$ cat src/rtl/mem_wb_pipe_if.sv
// Pipeline-side bundle for mem_wb_pipe: EX/ID inputs, data-memory handshake, forwarding/writeback and stall outputs.
// Latency: none (wires only).
// Backpressure: dm_ready from memory drives the stall_* outputs back to the front end.
`timescale 1ns/1ps
interface mem_wb_pipe_if #(parameter int PERF_W = 32);
    logic              ex_valid;
    logic              ex_rf_we;
    logic [4:0]        ex_rf_wa;
    logic [31:0]       ex_alu_res;
    logic              ex_is_load;
    logic              ex_is_store;
    logic [31:0]       ex_st_data;
    logic [4:0]        id_ra0;
    logic [4:0]        id_ra1;
    logic              dm_ready;
    logic [31:0]       dm_rdata;
    logic              dm_req;
    logic              dm_we;
    logic [31:0]       dm_addr;
    logic [31:0]       dm_wdata;
    logic              rf_we_mem;
    logic [4:0]        rf_wa_mem;
    logic [31:0]       rf_wd_mem;
    logic              rf_we_wb;
    logic [4:0]        rf_wa_wb;
    logic [31:0]       rf_wd_wb;
    logic              stall_if;
    logic              stall_id;
    logic              stall_ex;
    logic              flush_ex;
    logic [PERF_W-1:0] perf_stall;

    // Pipeline block view
    modport slave (
        input  ex_valid, ex_rf_we, ex_rf_wa, ex_alu_res, ex_is_load, ex_is_store, ex_st_data,
               id_ra0, id_ra1, dm_ready, dm_rdata,
        output dm_req, dm_we, dm_addr, dm_wdata,
               rf_we_mem, rf_wa_mem, rf_wd_mem, rf_we_wb, rf_wa_wb, rf_wd_wb,
               stall_if, stall_id, stall_ex, flush_ex, perf_stall
    );

    // Surrounding core / memory view
    modport master (
        output ex_valid, ex_rf_we, ex_rf_wa, ex_alu_res, ex_is_load, ex_is_store, ex_st_data,
               id_ra0, id_ra1, dm_ready, dm_rdata,
        input  dm_req, dm_we, dm_addr, dm_wdata,
               rf_we_mem, rf_wa_mem, rf_wd_mem, rf_we_wb, rf_wa_wb, rf_wd_wb,
               stall_if, stall_id, stall_ex, flush_ex, perf_stall
    );
endinterface

$ cat src/rtl/mem_wb_pipe.sv
// EX/MEM and MEM/WB pipeline registers with data-memory handshake, load-use detection and stall counter.
// Latency: 1 cycle EX->MEM, 1 cycle MEM->WB; memory request outputs are combinational from EX/MEM.
// Backpressure: dm_ready low on a load/store freezes EX/MEM, stalls IF/ID/EX and feeds bubbles into WB.
`timescale 1ns/1ps
module mem_wb_pipe #(
    parameter int PERF_W = 32
) (
    input  logic         clk,
    input  logic         rstn,
    mem_wb_pipe_if.slave bus
);

    typedef enum logic {ST_IDLE = 1'b0, ST_WAIT = 1'b1} state_t;

    state_t            state_q, state_d;

    logic              mem_valid_q, mem_rf_we_q, mem_is_load_q, mem_is_store_q;
    logic [4:0]        mem_rf_wa_q;
    logic [31:0]       mem_alu_res_q, mem_st_data_q;

    logic              wb_valid_q, wb_rf_we_q;
    logic [4:0]        wb_rf_wa_q;
    logic [31:0]       wb_wd_q;
    logic              wb_valid_d, wb_rf_we_d;
    logic [4:0]        wb_rf_wa_d;
    logic [31:0]       wb_wd_d;

    logic [PERF_W-1:0] perf_q, perf_d;

    logic              mem_acc;
    logic              mem_stall;
    logic              load_use;
    logic              stall_front;

    // A valid load/store sitting in MEM is a memory request; it stalls until the memory answers.
    assign mem_acc   = mem_valid_q & (mem_is_load_q | mem_is_store_q);
    assign mem_stall = mem_acc & ~bus.dm_ready;

    // Load in EX whose destination is read by the instruction in ID; x0 never counts.
    assign load_use  = bus.ex_valid & bus.ex_is_load & bus.ex_rf_we & (bus.ex_rf_wa != 5'd0)
                     & ((bus.ex_rf_wa == bus.id_ra0) | (bus.ex_rf_wa == bus.id_ra1));

    assign bus.dm_req    = mem_acc;
    assign bus.dm_we     = mem_is_store_q;
    assign bus.dm_addr   = mem_alu_res_q;
    assign bus.dm_wdata  = mem_st_data_q;

    // Loads are never forwarded from MEM: their data only exists once they reach WB.
    assign bus.rf_we_mem = mem_valid_q & mem_rf_we_q & ~mem_is_load_q & (mem_rf_wa_q != 5'd0);
    assign bus.rf_wa_mem = mem_rf_wa_q;
    assign bus.rf_wd_mem = mem_alu_res_q;

    assign bus.rf_we_wb  = wb_valid_q & wb_rf_we_q & (wb_rf_wa_q != 5'd0);
    assign bus.rf_wa_wb  = wb_rf_wa_q;
    assign bus.rf_wd_wb  = wb_wd_q;

    assign bus.perf_stall = perf_q;
    assign stall_front    = bus.stall_if;

    // Wait-state tracking plus stall/flush decode; a memory stall outranks a load-use bubble.
    always_comb begin
        state_d      = state_q;
        bus.stall_if = 1'b0;
        bus.stall_id = 1'b0;
        bus.stall_ex = 1'b0;
        bus.flush_ex = 1'b0;
        unique case (state_q)
            ST_IDLE: if (mem_stall)    state_d = ST_WAIT;
            ST_WAIT: if (bus.dm_ready) state_d = ST_IDLE;
            default:                   state_d = ST_IDLE;
        endcase
        if (mem_stall) begin
            bus.stall_if = 1'b1;
            bus.stall_id = 1'b1;
            bus.stall_ex = 1'b1;
        end else if (load_use) begin
            bus.stall_if = 1'b1;
            bus.stall_id = 1'b1;
            bus.flush_ex = 1'b1;
        end
    end

    // MEM/WB next value: bubble while memory stalls, otherwise the MEM instruction with its result.
    always_comb begin
        wb_valid_d = mem_valid_q;
        wb_rf_we_d = mem_rf_we_q;
        wb_rf_wa_d = mem_rf_wa_q;
        wb_wd_d    = mem_is_load_q ? bus.dm_rdata : mem_alu_res_q;
        if (mem_stall) begin
            wb_valid_d = 1'b0;
            wb_rf_we_d = 1'b0;
        end
        perf_d = perf_q + PERF_W'(stall_front);
    end

    // EX/MEM register, frozen while the memory access is outstanding.
    always_ff @(posedge clk or negedge rstn) begin
        if (!rstn) begin
            mem_valid_q    <= 1'b0;
            mem_rf_we_q    <= 1'b0;
            mem_rf_wa_q    <= 5'd0;
            mem_alu_res_q  <= 32'd0;
            mem_is_load_q  <= 1'b0;
            mem_is_store_q <= 1'b0;
            mem_st_data_q  <= 32'd0;
        end else if (!mem_stall) begin
            mem_valid_q    <= bus.ex_valid;
            mem_rf_we_q    <= bus.ex_rf_we;
            mem_rf_wa_q    <= bus.ex_rf_wa;
            mem_alu_res_q  <= bus.ex_alu_res;
            mem_is_load_q  <= bus.ex_is_load;
            mem_is_store_q <= bus.ex_is_store;
            mem_st_data_q  <= bus.ex_st_data;
        end
    end

    // MEM/WB register, wait-state and stall counter.
    always_ff @(posedge clk or negedge rstn) begin
        if (!rstn) begin
            state_q    <= ST_IDLE;
            wb_valid_q <= 1'b0;
            wb_rf_we_q <= 1'b0;
            wb_rf_wa_q <= 5'd0;
            wb_wd_q    <= 32'd0;
            perf_q     <= '0;
        end else begin
            state_q    <= state_d;
            wb_valid_q <= wb_valid_d;
            wb_rf_we_q <= wb_rf_we_d;
            wb_rf_wa_q <= wb_rf_wa_d;
            wb_wd_q    <= wb_wd_d;
            perf_q     <= perf_d;
        end
    end

endmodule

$ cat src/flat_wrapper.sv
// flat-port wrapper written by rule: the top's interface ports become plain ports
module mem_wb_pipe_flat 
#(
    parameter int PERF_W = 32
)
  (clk, rstn, bus_ex_valid, bus_ex_rf_we, bus_ex_rf_wa, bus_ex_alu_res, bus_ex_is_load, bus_ex_is_store, bus_ex_st_data, bus_id_ra0, bus_id_ra1, bus_dm_ready, bus_dm_rdata, bus_dm_req, bus_dm_we, bus_dm_addr, bus_dm_wdata, bus_rf_we_mem, bus_rf_wa_mem, bus_rf_wd_mem, bus_rf_we_wb, bus_rf_wa_wb, bus_rf_wd_wb, bus_stall_if, bus_stall_id, bus_stall_ex, bus_flush_ex, bus_perf_stall);
  mem_wb_pipe_if #(.PERF_W(PERF_W)) bus_i ();
  input  logic clk;
  input  logic rstn;
  input wire logic [$bits(bus_i.ex_valid)-1:0] bus_ex_valid;
  input wire logic [$bits(bus_i.ex_rf_we)-1:0] bus_ex_rf_we;
  input wire logic [$bits(bus_i.ex_rf_wa)-1:0] bus_ex_rf_wa;
  input wire logic [$bits(bus_i.ex_alu_res)-1:0] bus_ex_alu_res;
  input wire logic [$bits(bus_i.ex_is_load)-1:0] bus_ex_is_load;
  input wire logic [$bits(bus_i.ex_is_store)-1:0] bus_ex_is_store;
  input wire logic [$bits(bus_i.ex_st_data)-1:0] bus_ex_st_data;
  input wire logic [$bits(bus_i.id_ra0)-1:0] bus_id_ra0;
  input wire logic [$bits(bus_i.id_ra1)-1:0] bus_id_ra1;
  input wire logic [$bits(bus_i.dm_ready)-1:0] bus_dm_ready;
  input wire logic [$bits(bus_i.dm_rdata)-1:0] bus_dm_rdata;
  output wire logic [$bits(bus_i.dm_req)-1:0] bus_dm_req;
  output wire logic [$bits(bus_i.dm_we)-1:0] bus_dm_we;
  output wire logic [$bits(bus_i.dm_addr)-1:0] bus_dm_addr;
  output wire logic [$bits(bus_i.dm_wdata)-1:0] bus_dm_wdata;
  output wire logic [$bits(bus_i.rf_we_mem)-1:0] bus_rf_we_mem;
  output wire logic [$bits(bus_i.rf_wa_mem)-1:0] bus_rf_wa_mem;
  output wire logic [$bits(bus_i.rf_wd_mem)-1:0] bus_rf_wd_mem;
  output wire logic [$bits(bus_i.rf_we_wb)-1:0] bus_rf_we_wb;
  output wire logic [$bits(bus_i.rf_wa_wb)-1:0] bus_rf_wa_wb;
  output wire logic [$bits(bus_i.rf_wd_wb)-1:0] bus_rf_wd_wb;
  output wire logic [$bits(bus_i.stall_if)-1:0] bus_stall_if;
  output wire logic [$bits(bus_i.stall_id)-1:0] bus_stall_id;
  output wire logic [$bits(bus_i.stall_ex)-1:0] bus_stall_ex;
  output wire logic [$bits(bus_i.flush_ex)-1:0] bus_flush_ex;
  output wire logic [$bits(bus_i.perf_stall)-1:0] bus_perf_stall;
  assign bus_i.ex_valid = bus_ex_valid;
  assign bus_i.ex_rf_we = bus_ex_rf_we;
  assign bus_i.ex_rf_wa = bus_ex_rf_wa;
  assign bus_i.ex_alu_res = bus_ex_alu_res;
  assign bus_i.ex_is_load = bus_ex_is_load;
  assign bus_i.ex_is_store = bus_ex_is_store;
  assign bus_i.ex_st_data = bus_ex_st_data;
  assign bus_i.id_ra0 = bus_id_ra0;
  assign bus_i.id_ra1 = bus_id_ra1;
  assign bus_i.dm_ready = bus_dm_ready;
  assign bus_i.dm_rdata = bus_dm_rdata;
  assign bus_dm_req = bus_i.dm_req;
  assign bus_dm_we = bus_i.dm_we;
  assign bus_dm_addr = bus_i.dm_addr;
  assign bus_dm_wdata = bus_i.dm_wdata;
  assign bus_rf_we_mem = bus_i.rf_we_mem;
  assign bus_rf_wa_mem = bus_i.rf_wa_mem;
  assign bus_rf_wd_mem = bus_i.rf_wd_mem;
  assign bus_rf_we_wb = bus_i.rf_we_wb;
  assign bus_rf_wa_wb = bus_i.rf_wa_wb;
  assign bus_rf_wd_wb = bus_i.rf_wd_wb;
  assign bus_stall_if = bus_i.stall_if;
  assign bus_stall_id = bus_i.stall_id;
  assign bus_stall_ex = bus_i.stall_ex;
  assign bus_flush_ex = bus_i.flush_ex;
  assign bus_perf_stall = bus_i.perf_stall;
  mem_wb_pipe #(.PERF_W(PERF_W)) u_core (.clk(clk), .rstn(rstn), .bus(bus_i));
endmodule
$ cat config.mk
export PLATFORM = sky130hd
export DESIGN_NAME = mem_wb_pipe_flat
export DESIGN_NICKNAME = d
export VERILOG_FILES = /design/src/rtl/mem_wb_pipe_if.sv /design/src/rtl/mem_wb_pipe.sv /design/src/flat_wrapper.sv
export SDC_FILE = /design/constraint.sdc
export NUM_CORES = 1
export LEC_CHECK = 0
export CAP_MARGIN = 15
export CELL_PAD_IN_SITES_DETAIL_PLACEMENT = 0
export CELL_PAD_IN_SITES_GLOBAL_PLACEMENT = 1
export CORE_MARGIN = 2
export CORE_UTILIZATION = 31
export CTS_BUF_LIST = sky130_fd_sc_hd__clkbuf_16
export DETAILED_ROUTE_END_ITERATION = 8
export PLACE_DENSITY_LB_ADDON = 0.05
export REMOVE_ABC_BUFFERS = 1
export SLEW_MARGIN = 20
export SYNTH_ARGS = -nofsm -noshare
export SYNTH_HDL_FRONTEND = slang
export SYNTH_SLANG_ARGS = --single-unit
$ cat constraint.sdc
create_clock -name clk -period 2.5 [get_ports clk]
set_clock_uncertainty 0.2 [all_clocks]
set_input_delay 0.25 -clock clk [delete_from_list [all_inputs] [get_ports clk]]
set_output_delay 0.25 -clock clk [all_outputs]
set_load 0.1 [all_outputs]
==> metrics.md, run 1 <==
| Metric | Value |
|---|---|
| Startpoint Class | `primary input` |
| Sequential element share of the synthesized area | `0.605` |
| Final ANT Viol Nets | `0` |
| Top Ports | `roughly 300` |
| Slowest-stage cell, CP | `or4_4` |
| Cell chain of the critical path | `clkdlybuf4s15_1 > xor2_1 > nor2_1 > a22oi_2 > o22ai_2 > ha_2 > nand4_1 > or4_4 > nor4_4 > xor2_1` |
| Storage element area | `0.00360 mm²` |
| Final min period | `2.41 ns` |
| Synth-to-layout area growth | `60.8%` |
| Total gr overflow | `0` |
| Max_cap viols | `0` |
| Diodes inserted | `0` |
| First-pass GRT wire length | `25,200 µm` |
| Mapped Cells | `roughly 420` |
| Estimated wirelength of the detail-placed design | `12,400 µm` |
| H-tree levels | `4` |
| Worst-Margin Slew | `0.558 ns` |
| Via count | `between 4k and 5k` |
| Biggest area consumer among synthesized cells | `dfrtp_1` |
| Max Slew Vio Count | `0` |
| DIE AREA | `around 0.020 mm²` |
| Ys Warns | `0` |
| Remaining DRCs | `0` |
| Vias in the first global route | `4,607` |
| FP Rows | `50` |
| Initial DRT Pass Iterations | `4` |
| Clk_lat worst skew | `just over 0.4 ns` |
| PD cells | `955 mW/mm²` |
| WL/cell | `17.3 µm` |
| Fill count | `~1.6k` |
| Die H | `143 µm` |
| Top-area cell type share of the netlist area | `0.605` |
| Post-route total power | `9.15 mW` |
| GRT Resource Usage Total | `0.164` |
| Hold_ws | `0.0553 ns` |
| Critical path class | `in2reg` |
| Max incr delay on CP | `0.63 ns` |
| Largest net degree at the start of global routing | `56` |
| CTS buffer count | `17` |
| Largest cells by area after synthesis | `dfrtp_1, mux2_2, buf_4` |
| Crit. End Element | `flip-flop` |
| Slew margin rel. | `0.626` |
| Sink Count | `144` |
| Most common cell after layout, fill and taps aside | `buf_4` |
| Synth Register Bits | `144` |
| Clock Pin Slew Worst Setup and Hold Paths | `0.06 ns` |
| CTS root buf | `clkbuf_16` |
| Clock buffer depth | `2` |
| Multi-input gate area | `around 0.0021 mm²` |
| Final wirelength | `16,600 µm` |
| Worst Hold Class | `in2reg` |
| Worst Path Max Fanout | `5` |
| Share of cells above drive strength 1 | `0.505` |
| Die X-Extent | `143 µm` |
| Status | `finished clean` |
| Number of antenna violations at the first check in global routing | `0` |
| Commonest cells after routing, fill and taps aside | `buf_4, dfrtp_1, mux2_2, clkdlybuf4s50_1, xor2_1` |
| Core ar. | `0.0188 mm²` |
| Fin nets | `835` |
| Clock power frac | `0.307` |
| WP data arrival | `2.55 ns` |
| Sequential share of power | `0.304` |
| Internal power | `roughly 5.3 mW` |
| Final setup violation count | `0` |
| Fmax | `0.415 GHz` |
| GP Congestion | `around 0.75` |
| Vias per cell | `4.48` |
| Top cell by count, worst path | `xor2_1` |
| Distinct cells, synth | `32` |
| Starting Density | `0.318` |
| Port bufs | `295` |
| Worst vdd ir | `0.515 mV` |
| WP data required | `2.64 ns` |
| Sw Ratio | `0.422` |
| Tcrit/Tclk final | `0.965` |
| P_sw | `3.86 mW` |
| Final hold violation count | `0` |
| CTS tree | `done` |
| Post-synthesis average cell area | `14.4 µm²` |
| Cell area after synthesis | `0.00596 mm²` |
| Pleak | `4.42 nW` |
| Initial DRC count | `143` |
| Combinational share of power | `0.389` |
power by group through the flow:
stage	registers (mW)	clock network, mW	logic (mW)
after detailed placement	2.82	0	3.57
after global placement	2.81	0	3.56
after CTS	2.78	2.88	3.58
after floorplan	4.98	0	0.418
after global routing	2.82	2.99	3.67
final	2.78	2.81	3.56
layer usage:
metal / wire [µm] / global-route usage / part of all wire / vias to the layer above
met1: 6320 / 0.185 / 0.38 / 2115
li1: - / - / - / 2008
met5: 0 / 0 / 0 / -
met4: 270 / 0.0604 / 0.016 / 0
met2: 8670 / 0.279 / 0.52 / 167
met3: 1390 / 0.0657 / 0.083 / 18
through the flow:
step                      worst slack (ns)  TNS, ns  area, µm²   util  std cells
final                               0.0887        0       9580  0.511        962
after floorplan                      -6.07  -417.16       5650      -        370
after detailed placement            -0.633   -15.10       8770  0.467        921
after global routing               -0.0322  -0.0322       9580  0.511        962
after global placement              -0.547   -13.49       8770  0.467        921
after CTS                          0.00336        0       9500  0.506        958
sequential cells by signal (all words and copies together), names as in the netlist:
name and flops:
u_core.mem_valid_q 1, u_core.wb_valid_q 1, u_core.bus.rf_wa_mem 5, u_core.bus.rf_wd_wb 32, u_core.bus.rf_wa_wb 5, u_core.mem_is_load_q 1, u_core.mem_rf_we_q 1, u_core.bus.perf_stall 32
u_core.bus.dm_we 1, u_core.wb_rf_we_q 1, u_core.bus.dm_wdata 32, u_core.bus.dm_addr 32
path summary, 6_finish.rpt:
kind | start | endpoint | slack, ns | depth (start not counted)
setup / recovery | bus_ex_rf_wa[1] | u_core.bus.perf_stall[23]$_DFF_PN0_ | 0.09 | 10
hold / removal | bus_ex_rf_wa[4] | u_core.bus.rf_wa_mem[4]$_DFFE_PN0N_ | 0.06 | 3
setup reg to reg | u_core.bus.dm_we$_DFFE_PN0N_ | u_core.bus.perf_stall[23]$_DFF_PN0_ | 0.15 | 7
hold reg to reg | u_core.bus.rf_wa_mem[0]$_DFFE_PN0N_ | u_core.bus.rf_wa_wb[0]$_DFF_PN0_ | 0.22 | 0
max in group asynchronous | rstn | u_core.mem_is_load_q$_DFFE_PN0N_ | 1.19 | 3
min in group asynchronous | rstn | u_core.bus.perf_stall[23]$_DFF_PN0_ | 0.18 | 2
timing repair:
item                                    CTS  global route
hold endpoints to repair                 53             2
hold buffers                              1             2
pin swaps                                 6            13
endpoints found under the setup margin   26            20
setup buffers                             4             2
gates resized for setup                  13            24
logic make-up (layout without fill, tap and decap cells):
family / count (synthesis) / count (layout) / share of synthesized area
adders and majority gates: 2 / 2 / 0.00420
muxes: 104 / 104 / 0.197
buffers and inverters: 50 / 363 / 0.0554
xor gates and xnor gates: 40 / 40 / 0.0588
and+or+nand+nor: 70 / 70 / 0.0741
AOI/OAI and AO/OA: 5 / 5 / 0.00630
DFF: 144 / 144 / 0.605
critical path, delay by kind of cell:
family	cells	cell delay (ns)
AOI/OAI and AO/OA	2	0.28
xor gates and xnor gates	2	0.34
adders and majority gates	1	0.25
buffers and inverters	1	0.25
and+or+nand+nor	4	1.18
layout make-up:
class / instances / area share
clock buffer: 17 / 0.0444
clock inverter: 15 / 0.0236
inverter: 5 / 0.00196
multi-input combinational: 221 / 0.219
sequential: 144 / 0.376
tap: 234 / 0.0306
timing repair buffer: 326 / 0.304
synthesized netlist by cell type (all sizes together):
cell / number
a22oi: 1
and2: 2
and3: 3
and4: 3
buf: 45
dfrtp: 144
ha: 2
inv: 5
mux2: 104
nand2: 8
nand2b: 2
nand3: 9
nand4: 12
nor2: 9
nor2b: 2
nor3: 11
nor4: 2
o2111ai: 1
o21ai: 1
o22ai: 1
o311a: 1
or2: 3
or3: 1
or4: 3
xnor2: 18
xor2: 22
No activity file was read; power rests on OpenSTA's default activity.
==> run 2, diff against run 1 <==
- CELL_PAD_IN_SITES_DETAIL_PLACEMENT: 0 -> default
- CELL_PAD_IN_SITES_GLOBAL_PLACEMENT: 1 -> default
- CORE_UTILIZATION: 31 -> 40
- clock period: 2.5 -> 2.61 ns (I/O delays scaled with it)
==> run 2 against run 1 <==
Net effect: hold slack worse by 0.027 ns; clock-buffer cell count stayed put; critical path type unchanged; cell area is 2.9% lower; sequential share of layout area is 1.1 points higher.
==> metrics.md, run 2 (synthesis results as in run 1) <==
| Metric | Value |
|---|---|
| CTS tree | `done` |
| Startpoint Class | `primary input` |
| Worst-Margin Slew | `0.503 ns` |
| Core ar. | `0.0145 mm²` |
| Synth-to-layout area growth | `56.1%` |
| Placed insts | `869` |
| Fmax | `0.406 GHz` |
| Starting Density | `0.410` |
| WL/cell | `17.5 µm` |
| DIE AREA | `between 0.015 and 0.02 mm²` |
| Final wirelength | `~16,000 µm` |
| Die X-Extent | `126 µm` |
| Crit path launch | `bus_ex_rf_wa[0]` |
| Combinational share of power | `0.409` |
| GRT Resource Usage Total | `0.198` |
| Final hold violation count | `0` |
| Total gr overflow | `0` |
| Sequential share of power | `0.322` |
| Max_cap viols | `0` |
| Clock buffer depth | `2` |
| Tcrit/Tclk final | `0.945` |
| WP data arrival | `2.60 ns` |
| Number of antenna violations at the first check in global routing | `0` |
| Sw Ratio | `0.439` |
| Most common cell after layout, fill and taps aside | `buf_4` |
| Storage element area | `between 0.003 and 0.004 mm²` |
| Diodes inserted | `0` |
| Largest net degree at the start of global routing | `between 60 and 70` |
| P_sw | `3.62 mW` |
| WP data required | `2.75 ns` |
| Remaining DRCs | `0` |
| Top cell by count, worst path | `xor2_1` |
| Port bufs | `295` |
| Initial DRC count | `between 100 and 150` |
| FP Rows | `44` |
| Crit. End Element | `flip-flop` |
| GP Congestion | `approximately 0.86` |
| Vias in the first global route | `4,556` |
| Layout Cells excl Fill | `between 900 and 1k` |
| Slew margin rel. | `0.663` |
| Cell chain of the critical path | `dlygate4sd2_1 > xor2_1 > nor3_2 > a22oi_2 > o22ai_2 > ha_2 > nand4_1 > or4_4 > nor4_4 > xor2_1` |
| Top Ports | `296` |
| Status | `finished clean` |
| CTS root buf | `clkbuf_16` |
| Die H | `126 µm` |
| Vias per cell | `4.78` |
| Final setup margin | `approximately 0.14 ns` |
| H-tree levels | `4` |
| Max incr delay on CP | `0.64 ns` |
| Fill count | `around 1.1k` |
| Worst vdd ir | `between 0.5 and 0.6 mV` |
| Initial DRT Pass Iterations | `4` |
| Internal power | `4.63 mW` |
| Max Slew Vio Count | `0` |
| Fin nets | `827` |
| Pre-CTS WS | `-0.574 ns` |
| Multi-input gate area | `between 0.002 and 0.0025 mm²` |
| RR Startpoint | `u_core.bus.dm_we$_DFFE_PN0N_` |
| Final setup violation count | `0` |
| PD cells | `887 mW/mm²` |
| Worst Hold Class | `in2reg` |
| Commonest cells after routing, fill and taps aside | `buf_4, dfrtp_1, mux2_2, clkdlybuf4s50_1, xor2_1` |
| Pleak | `4.33 nW` |
| Clock power frac | `0.268` |
| Final min period | `roughly 2.5 ns` |
| Via count | `~4.3k` |
| Worst Path Max Fanout | `5` |
| Slowest-stage cell, CP | `or4_4` |
| Final ANT Viol Nets | `0` |
| Post-route total power | `a little over 8 mW` |
| Critical path class | `in2reg` |
| Estimated wirelength of the detail-placed design | `11,600 µm` |
| Clock Pin Slew Worst Setup and Hold Paths | `roughly 0.060 ns` |
| Clk_lat worst skew | `0.41 ns` |
| First-pass GRT wire length | `~24,000 µm` |
| CTS buffer count | `17` |
| Hold path startpoint | `bus_ex_rf_wa[2]` |
| Sink Count | `roughly 140` |
| Share of cells above drive strength 1 | `0.487` |
==> run 2: cell types whose count changed in the layout (fill, tap and decap cells not counted), moves of 2 or more <==
cell	change
dlygate4sd3_1	-2
clkinv_4	-2
nor2_2	+2
buf_4	-2
clkinv_1	+7
inv_1	-2
bufinv_16	-4
dlymetal6s2s_1	+4
clkbuf_2	-3
buf_12	-3
==> run 2: repair_timing <==
item / CTS / global route
setup endpoints to repair: 20 / 22
gates resized for setup: 5 / 21
hold buffers: 1 / 0
pin swaps: 1 / 11
endpoints found under the hold margin: 144 / 0
buffers inserted: 0 / 2
gates cloned: 0 / 0
==> run 2: per-layer routing <==
| layer | track usage | up-vias | wire [µm] |
|---|---|---|---|
| li1 | - | 1991 | - |
| met1 | 0.217 | 2125 | 5820 |
| met2 | 0.351 | 178 | 8380 |
| met3 | 0.0760 | 25 | 1240 |
| met4 | 0.0679 | 0 | 348 |
| met5 | 0 | - | 0 |
==> run 2: worst max-delay path: cells and delay by family <==
kind,cells,cell delay [ns]
AND/OR/NAND/NOR,4,1.19
XOR/XNOR,2,0.34
buffers and inverters,1,0.30
AO/OA/AOI/OAI,2,0.27
adder cells (fa/ha/maj),1,0.25
==> run 2: path summary, 6_finish.rpt <==
kind | to | slack [ns] | cells after the start
max reg2reg | u_core.bus.perf_stall[23]$_DFF_PN0_ | 0.24 | 7
min | u_core.bus.rf_wa_mem[2]$_DFFE_PN0N_ | 0.03 | 2
min in group asynchronous | u_core.bus.rf_wd_wb[24]$_DFF_PN0_ | 0.10 | 2
max in group asynchronous | u_core.bus.dm_addr[9]$_DFFE_PN0N_ | 1.47 | 3
max | u_core.bus.perf_stall[23]$_DFF_PN0_ | 0.14 | 10
min reg2reg | u_core.bus.rf_wa_wb[1]$_DFF_PN0_ | 0.23 | 0
==> run 2: final cells by class <==
cell class,count,share of cell area
Clock buffer,17,0.0457
Timing Repair Buffer,318,0.304
Clock inverter,14,0.0116
Sequential cell,144,0.387
Inverter,5,0.00202
Tap cell,184,0.0248
Multi-Input combinational cell,221,0.224
==> run 2: through the flow <==
stage | setup TNS, ns | area (µm²) | hold slack [ns] | utilization
2_1_floorplan | -404.90 | 5650 | -0.235 | -
3_3_place_gp | -10.01 | 8660 | -0.0238 | 0.596
3_5_place_dp | -12.68 | 8660 | -0.0243 | 0.596
4_1_cts | 0 | 9220 | 0.109 | 0.634
5_1_grt | -0.0373 | 9300 | 0.0397 | 0.640
6_report | 0 | 9300 | 0.0287 | 0.640
==> run 2: power groups by stage <==
| stage | Clock [mW] | Combinational (mW) | Sequential (mW) |
|---|---|---|---|
| 6_report | 2.21 | 3.38 | 2.66 |
| 5_1_grt | 2.37 | 3.46 | 2.70 |
| 4_1_cts | 2.26 | 3.39 | 2.66 |
| 3_5_place_dp | 0 | 3.38 | 2.70 |
| 3_3_place_gp | 0 | 3.37 | 2.69 |
| 2_1_floorplan | 0 | 0.400 | 4.77 |
